--- src/rtl/bird_move_ctrl.sv ---
// -----------------------------------------------------------------------------
// bird_move_ctrl
//   Game controller for the bird column. It synchronizes the raw player key,
//   turns it into single-cycle presses, and runs the IDLE / PLAY / DEAD game
//   state machine that issues flap (move up) and fall (gravity) pulses to
//   every cell of the bird column.
//
// Parameters
//   FALL_PERIOD  clock cycles between gravity ticks while playing (2..65535)
//
// Ports
//   clk         in   system clock, all state on the rising edge
//   reset_n     in   asynchronous active-low reset
//   key         in   raw player button (high = pressed), asynchronous to clk
//   collide     in   bird/pipe overlap flag from the playfield
//   top_lit     in   bird occupies the top row
//   bottom_lit  in   bird occupies the bottom row
//   flap        out  one-cycle move-up pulse
//   fall        out  one-cycle move-down pulse
//   playing     out  high while in PLAY
//   dead        out  high while in DEAD
// -----------------------------------------------------------------------------
module bird_move_ctrl #(
    parameter int unsigned FALL_PERIOD = 32
) (
    input  logic clk,
    input  logic reset_n,
    input  logic key,
    input  logic collide,
    input  logic top_lit,
    input  logic bottom_lit,
    output logic flap,
    output logic fall,
    output logic playing,
    output logic dead
);

    typedef enum logic [1:0] {
        S_IDLE = 2'd0,
        S_PLAY = 2'd1,
        S_DEAD = 2'd2
    } state_e;

    localparam logic [15:0] TERM_CNT = 16'(FALL_PERIOD - 1);

    // ------------------------------------------------------------------
    // Key synchronizer and press detection
    // ------------------------------------------------------------------
    logic       sync1_q, sync1_d;
    logic       sync2_q, sync2_d;
    // vld*_q track how far real key samples have travelled down the
    // synchronizer since reset, so reset values are never mistaken for
    // a released key.
    logic       vld1_q, vld1_d;
    logic       vld2_q, vld2_d;
    // Consecutive real low samples of the synchronized key, saturating
    // at 2. A press needs two lows before the rising edge, which also
    // means a key held through reset release never produces a press.
    logic [1:0] lowrun_q, lowrun_d;
    logic       press;

    always_comb begin
        sync1_d = key;
        sync2_d = sync1_q;
        vld1_d  = 1'b1;
        vld2_d  = vld1_q;
        if (vld2_q && !sync2_q) begin
            lowrun_d = (lowrun_q == 2'd2) ? 2'd2 : lowrun_q + 2'd1;
        end else begin
            lowrun_d = 2'd0;
        end
    end

    // One cycle wide: once sync2_q is high the low run clears next edge.
    assign press = vld2_q && sync2_q && (lowrun_q == 2'd2);

    always_ff @(posedge clk or negedge reset_n) begin
        if (!reset_n) begin
            sync1_q  <= 1'b0;
            sync2_q  <= 1'b0;
            vld1_q   <= 1'b0;
            vld2_q   <= 1'b0;
            lowrun_q <= 2'd0;
        end else begin
            sync1_q  <= sync1_d;
            sync2_q  <= sync2_d;
            vld1_q   <= vld1_d;
            vld2_q   <= vld2_d;
            lowrun_q <= lowrun_d;
        end
    end

    // ------------------------------------------------------------------
    // Game FSM, gravity counter and registered outputs
    // ------------------------------------------------------------------
    state_e      state_q, state_d;
    logic [15:0] cnt_q, cnt_d;
    logic        flap_q, flap_d;
    logic        fall_q, fall_d;
    logic        playing_q, playing_d;
    logic        dead_q, dead_d;
    logic        term;

    assign term = (cnt_q == TERM_CNT);

    always_comb begin
        state_d = state_q;
        cnt_d   = cnt_q;
        flap_d  = 1'b0;
        fall_d  = 1'b0;

        unique case (state_q)
            S_IDLE: begin
                cnt_d = 16'd0;
                if (press) begin
                    state_d = S_PLAY;
                end
            end

            S_PLAY: begin
                // Priority: collision, then an accepted flap, then gravity.
                if (collide) begin
                    state_d = S_DEAD;
                    cnt_d   = 16'd0;
                end else if (press && !top_lit) begin
                    flap_d = 1'b1;
                    cnt_d  = 16'd0;
                end else if (term) begin
                    cnt_d = 16'd0;
                    if (bottom_lit) begin
                        state_d = S_DEAD;
                    end else begin
                        fall_d = 1'b1;
                    end
                end else begin
                    cnt_d = cnt_q + 16'd1;
                end
            end

            S_DEAD: begin
                cnt_d = 16'd0;
                if (press) begin
                    state_d = S_IDLE;
                end
            end

            default: begin
                state_d = S_IDLE;
                cnt_d   = 16'd0;
            end
        endcase

        // Status flags are registered copies of the next state so they
        // carry no combinational path from the inputs.
        playing_d = (state_d == S_PLAY);
        dead_d    = (state_d == S_DEAD);
    end

    always_ff @(posedge clk or negedge reset_n) begin
        if (!reset_n) begin
            state_q   <= S_IDLE;
            cnt_q     <= 16'd0;
            flap_q    <= 1'b0;
            fall_q    <= 1'b0;
            playing_q <= 1'b0;
            dead_q    <= 1'b0;
        end else begin
            state_q   <= state_d;
            cnt_q     <= cnt_d;
            flap_q    <= flap_d;
            fall_q    <= fall_d;
            playing_q <= playing_d;
            dead_q    <= dead_d;
        end
    end

    assign flap    = flap_q;
    assign fall    = fall_q;
    assign playing = playing_q;
    assign dead    = dead_q;

endmodule
--- config.mk ---
export PLATFORM = sky130hd
export DESIGN_NAME = bird_move_ctrl
export DESIGN_NICKNAME = d
export VERILOG_FILES = /design/src/rtl/bird_move_ctrl.sv
export SDC_FILE = /design/constraint.sdc
export NUM_CORES = 1
export LEC_CHECK = 0
export ABC_CLOCK_PERIOD_IN_PS = 1700
export BUFFER_PORTS_ARGS = -buffer_cell sky130_fd_sc_hd__buf_2
export CAP_MARGIN = 20
export CORE_AREA = 2 2 51 53
export DETAILED_ROUTE_END_ITERATION = 8
export DIE_AREA = 0 0 53 55
export PLACE_DENSITY_LB_ADDON = 0.3
export RECOVER_POWER = 50
export SLEW_MARGIN = 20
export SYNTH_ARGS = -nofsm -noshare
export SYNTH_HDL_FRONTEND = slang
export SYNTH_SLANG_ARGS = --single-unit
--- constraint.sdc ---
create_clock -name clk -period 1.7 [get_ports clk]
set_input_delay 0.085 -clock clk [delete_from_list [all_inputs] [get_ports clk]]
set_output_delay 0.085 -clock clk [all_outputs]
set_load 0.02 [all_outputs]
; Yosys cells after proc, flatten, opt, wreduce, memory -nomap -nowiden
; Cells that the tools add are included.
; W data, S select, Z words.
[word_totals]
wordCells = 47
output_inout_bits = 4
in_bits = 6
ff_bits = 28
[op_classes]
reduce_logical = 7
n_mux = 21
eq_ne = 6
addsub = 2
[ops]
columns = op, n
row1 = $mux W16, 4
row2 = $add A16 B1 Y16 const B, 1
row3 = $eq A16 B5 Y1 const B, 1
row4 = $mux W2, 8
row5 = $mux W1, 8
row6 = $eq A2 B2 Y1 const B, 3
row7 = $pmux W2 S3, 1
row8 = $eq A2 B1 Y1 const B, 2
row9 = $logic_and A1 B1 Y1, 4
row10 = $add A2 B1 Y2 const B, 1
row11 = $logic_not A1 Y1, 2
row12 = $logic_not A2 Y1, 1

; Logic depth before layout (Yosys ltp)
[depth]
word_depth = 7
depth_mapped = 6
mapped_depth_nobuf = 6

; Least setup slack after synthesis
; OpenSTA, ideal clock, no wires.
[synth_path]
path_kind = reg-to-reg
start = reg cnt_q[0]
end = reg cnt_q[10]
arrival_ns = 1.377
synth_period_minus_slack_ns = 1.449
setup_ns = 0.071
stages_incl_launch_ff = 7
n_path_buf = 1
slack_ns = 0.251
t_required_ns = 1.629
cell_sequence = dfrtp_1 > ha_1 > and4_1 > nand4_1 > nand3_2 > buf_6 > nor2_1
[synth_via]
elab_chain_cells = 5
word_cells_on_any_way = 6
cone_classes = add/sub: 1 / eq/ne: 1 / mux: 4
[synth_lines]
columns = item, line
row1 = start: declaration, 97  ; logic [15:0] cnt_q, cnt_d;
row2 = start signal: assignment, 169  ; cnt_q <= cnt_d;
row3 = $add A16 B1 Y16 or $eq A16 B5 Y1 (tied branches), "136, 104"
row4 = $mux W16 (*), 128  ; end else if (term) begin
row5 = $mux W16 (*), 125  ; end else if (press && !top_lit) begin
row6 = $mux W16 (*), 122  ; if (collide) begin
row7 = $mux W16 (*), 112  ; unique case (state_q)
row8 = via cnt_d[10], 97
; Mark *: on every way through the listed nets, which the timed path passes. The rest lies on a longest branch.

; Worst setup path in the final report
[layout_path]
start = reg cnt_q[5]
end = reg state_q[1]
[layout_via]
elab_chain_cells = 5
[layout_lines]
columns = item, line
row1 = $eq A16 B5 Y1, 104  ; assign term = (cnt_q == TERM_CNT);
row2 = $mux W2, 128
row3 = $mux W2, 125
row4 = $mux W2, 122
row5 = $pmux W2 S3, 112
row6 = via state_d[1], 96  ; state_e state_q, state_d;
row7 = end signal: assignment, 168  ; state_q <= state_d;
row8 = end: declaration, 96
; The timed path passes the listed nets, and every way through them passes these cells.

==> impl_metrics.env <==
export IMPL_status="completed"
export IMPL_design_area_mm2=0.00142
export IMPL_synth_top_area_cell="dfrtp_1"
export IMPL_p_leak_uw=0.000609
export IMPL_hpwlAfterDp_um=1380
export IMPL_avgRoutedWirePerCell_um=12.4
export IMPL_synth_area_mm2=0.00127
export IMPL_post_route_period_util=0.942
export IMPL_wl_um=1950
export IMPL_drt_initial_drc_count=7
export IMPL_syn_inst=111
export IMPL_vias=812
export IMPL_grt_ovfl_total=0
export IMPL_worstSetupPathType="flip-flop to flip-flop"
export IMPL_first_pass_iters=4
export IMPL_nets=138
export IMPL_post_cts_buffers=0
export IMPL_rows=18
export IMPL_core_area_mm2=0.00236
export IMPL_final_hold_violation_count=0
export IMPL_pwr_density_cell_mw_per_mm2=758
export IMPL_track_usage=0.154
export IMPL_arrival_ns=1.86
export IMPL_skew_ns=0.00617
export IMPL_worstMarginPinSlew_ns=0.669
export IMPL_postSynth_asyncResetShare=1.00
export IMPL_diodes=0
export IMPL_regArea_um2=701
export IMPL_die_w_um=53
export IMPL_use_met3=0.0242
export IMPL_setup_violations=0
export IMPL_cts_buffers=3
export IMPL_grt_pass1_wl_um=3290
export IMPL_synth_edf_count=0
export IMPL_areaGrowthSynthToFinish_pct=12.0
export IMPL_grt_pass1_vias=761
export IMPL_detail_route_vias_per_cell=5.17
export IMPL_ys_flop_type="dfrtp_1"
export IMPL_vdd_ir_drop_max_mv=0.499
export IMPL_io_pins=10
export IMPL_cts_tree="yes"
export IMPL_path_clk_slew_ns=0.14
export IMPL_drc_errors=0
export IMPL_final_core_util=0.602
export IMPL_cap_violations=0
export IMPL_syn_nets=120
export IMPL_insertion_delay_ns=0.32
export IMPL_place_congestion=0.759
export IMPL_hold_class="primary input to flip-flop"
export IMPL_synth_area_top_cells="dfrtp_1, xnor2_1, nor2_1, nand4_4, ha_1"
export IMPL_antenna_found_initial=0
export IMPL_clk_path_buf_depth=2
export IMPL_ys_seq_elements=28
export IMPL_cp_end_kind="flip-flop"
export IMPL_start_util=0.537
export IMPL_multi_input_area_um2=553
export IMPL_synth_top_area_frac=0.552
export IMPL_nFillCells=201
export IMPL_use_met1=0.203
export IMPL_yosys_warnings=0
export IMPL_io_buffers=9
export IMPL_grt_max_degree=29
export IMPL_grt_busiest_layer="met2"
export IMPL_max_freq_mhz=624
export IMPL_cp_max_fo=4
export IMPL_antenna_left=0
export IMPL_post_dp_cell_area_mm2=0.00136
export IMPL_min_period_ns=1.60
export IMPL_die_area_mm2=0.00292
export IMPL_clkSinkCount=28
export IMPL_htreeDepth=1
export IMPL_drive_above_1_share=0.189
export IMPL_timing_slew_headroom=0.554
export IMPL_grtUsageMet2=0.258
export IMPL_crit_path_start_kind="flip-flop"
export IMPL_ys_seq_area_frac=0.552
export IMPL_slew_violations=0
export IMPL_cp_required_ns=1.96
export IMPL_yosysUniqueCellTypes=27
export IMPL_die_height_um=55
export IMPL_root_buffer="clkbuf_4"
export IMPL_postSynthAreaPerCell_um2=11.4
where the power goes:
part | total [uW] | switching [uW] | internal, uW | leakage, uW
clock | 261 | 178 | 82.9 | 0.0000138
combinational | 100 | 57.1 | 43.0 | 0.000216
sequential | 718 | 20.9 | 697 | 0.000379
total | 1080 | 256 | 823 | 0.000609
flip-flops by register name, indices dropped and copies added, names as in the netlist:
signal,flops
state_q,2
sync1_q,1
flap,1
fall,1
sync2_q,1
vld1_q,1
cnt_q,16
vld2_q,1
lowrun_q,2
dead,1
playing,1
cell usage after synthesis, types with 2 or more instances:
library cell,n
and3b_1,2
inv_1,5
nand4_1,2
dfrtp_1,28
xnor2_1,12
xor2_1,2
nor2_2,2
nand2_1,6
nor4_2,3
nor4_1,2
nor3_1,6
a211oi_1,2
a22o_1,2
nand3_1,4
nor2_1,17
nand4_4,2
ha_1,3
nor2b_1,2
cells in the final DEF, fill, tap and decap left out:
master,instances
nand2_1,6
nand3_4,1
and3b_1,2
buf_2,8
nor3_1,6
and4_1,1
clkbuf_4,3
a211oi_1,2
xor2_1,2
nor2_2,2
a22o_1,2
nor4_1,1
dlygate4sd3_1,3
nor2b_1,2
and2b_1,1
o21bai_2,1
nand3_1,4
nand4_1,2
nor4_2,4
inv_1,5
dfrtp_1,28
nor2_1,17
ha_1,3
conb_1,1
and3_1,1
xnor2_1,12
nand4b_1,1
buf_4,2
a31oi_1,1
clkbuf_2,1
nand4_4,2
cell families (layout without fill, tap and decap cells):
group / after synthesis / in the layout / share of synthesized area
simple gates: 53 / 53 / 0.256
other cells: 1 / 1 / 0.00295
flops: 28 / 28 / 0.552
xor+xnor: 14 / 14 / 0.0966
buf+inv: 6 / 22 / 0.0236
compound gates: 6 / 6 / 0.0394
fa+ha+maj: 3 / 3 / 0.0296
worst paths after layout:
kind | start | endpoint | slack [ns] | cells after the start
max reg2reg | cnt_q[5] | state_q[1] | 0.1 | 4
min reg2reg | sync1_q | sync2_q | 0.37 | 0
max in group asynchronous | reset_n | cnt_q[1] | 0.96 | 2
max | cnt_q[5] | state_q[1] | 0.1 | 4
min | collide | playing | 0.09 | 3
min in group asynchronous | reset_n | flap | 0.31 | 2
per-stage QoR:
step | TNS [ns] | std cells | power (uW) | worst slack, ns | hold WS (ns)
detailed placement | 0 | 151 | 826 | 0.0877 | 0.138
global route | -0.00817 | 157 | 1140 | -0.00817 | 0.0895
global placement | 0 | 151 | 822 | 0.124 | 0.122
CTS | 0 | 157 | 1090 | 0.0686 | 0.0866
finish | 0 | 157 | 1080 | 0.0984 | 0.0919
floorplan | 0 | 111 | 788 | 0.251 | -0.211
per-layer routing:
layer,up-vias,share of wire
li1,413,-
met1,387,0.49
met2,10,0.47
met3,2,0.029
met4,0,0.0097
met5,-,0
worst max-delay path: stages (launching register included):
cell and delay (ns):
dfrtp_1 0.48, nor4_1 0.37, nand4_1 0.27, o21bai_2 0.25, a22o_1 0.17
final cells by class:
cell class	instances	share of cell area
multi-input combinational	77	0.389
sequential	28	0.493
clock buffer	3	0.0158
inverter	5	0.0132
tap	30	0.0264
timing repair buffer	14	0.0633
repair_timing:
action | 4_1_cts | 5_1_grt
gates resized for setup | 0 | 2
endpoints found under the hold margin | 30 | 0
hold buffers | 3 | 0
endpoints found under the setup margin | 0 | 15
(Power assumes the default switching activity.)
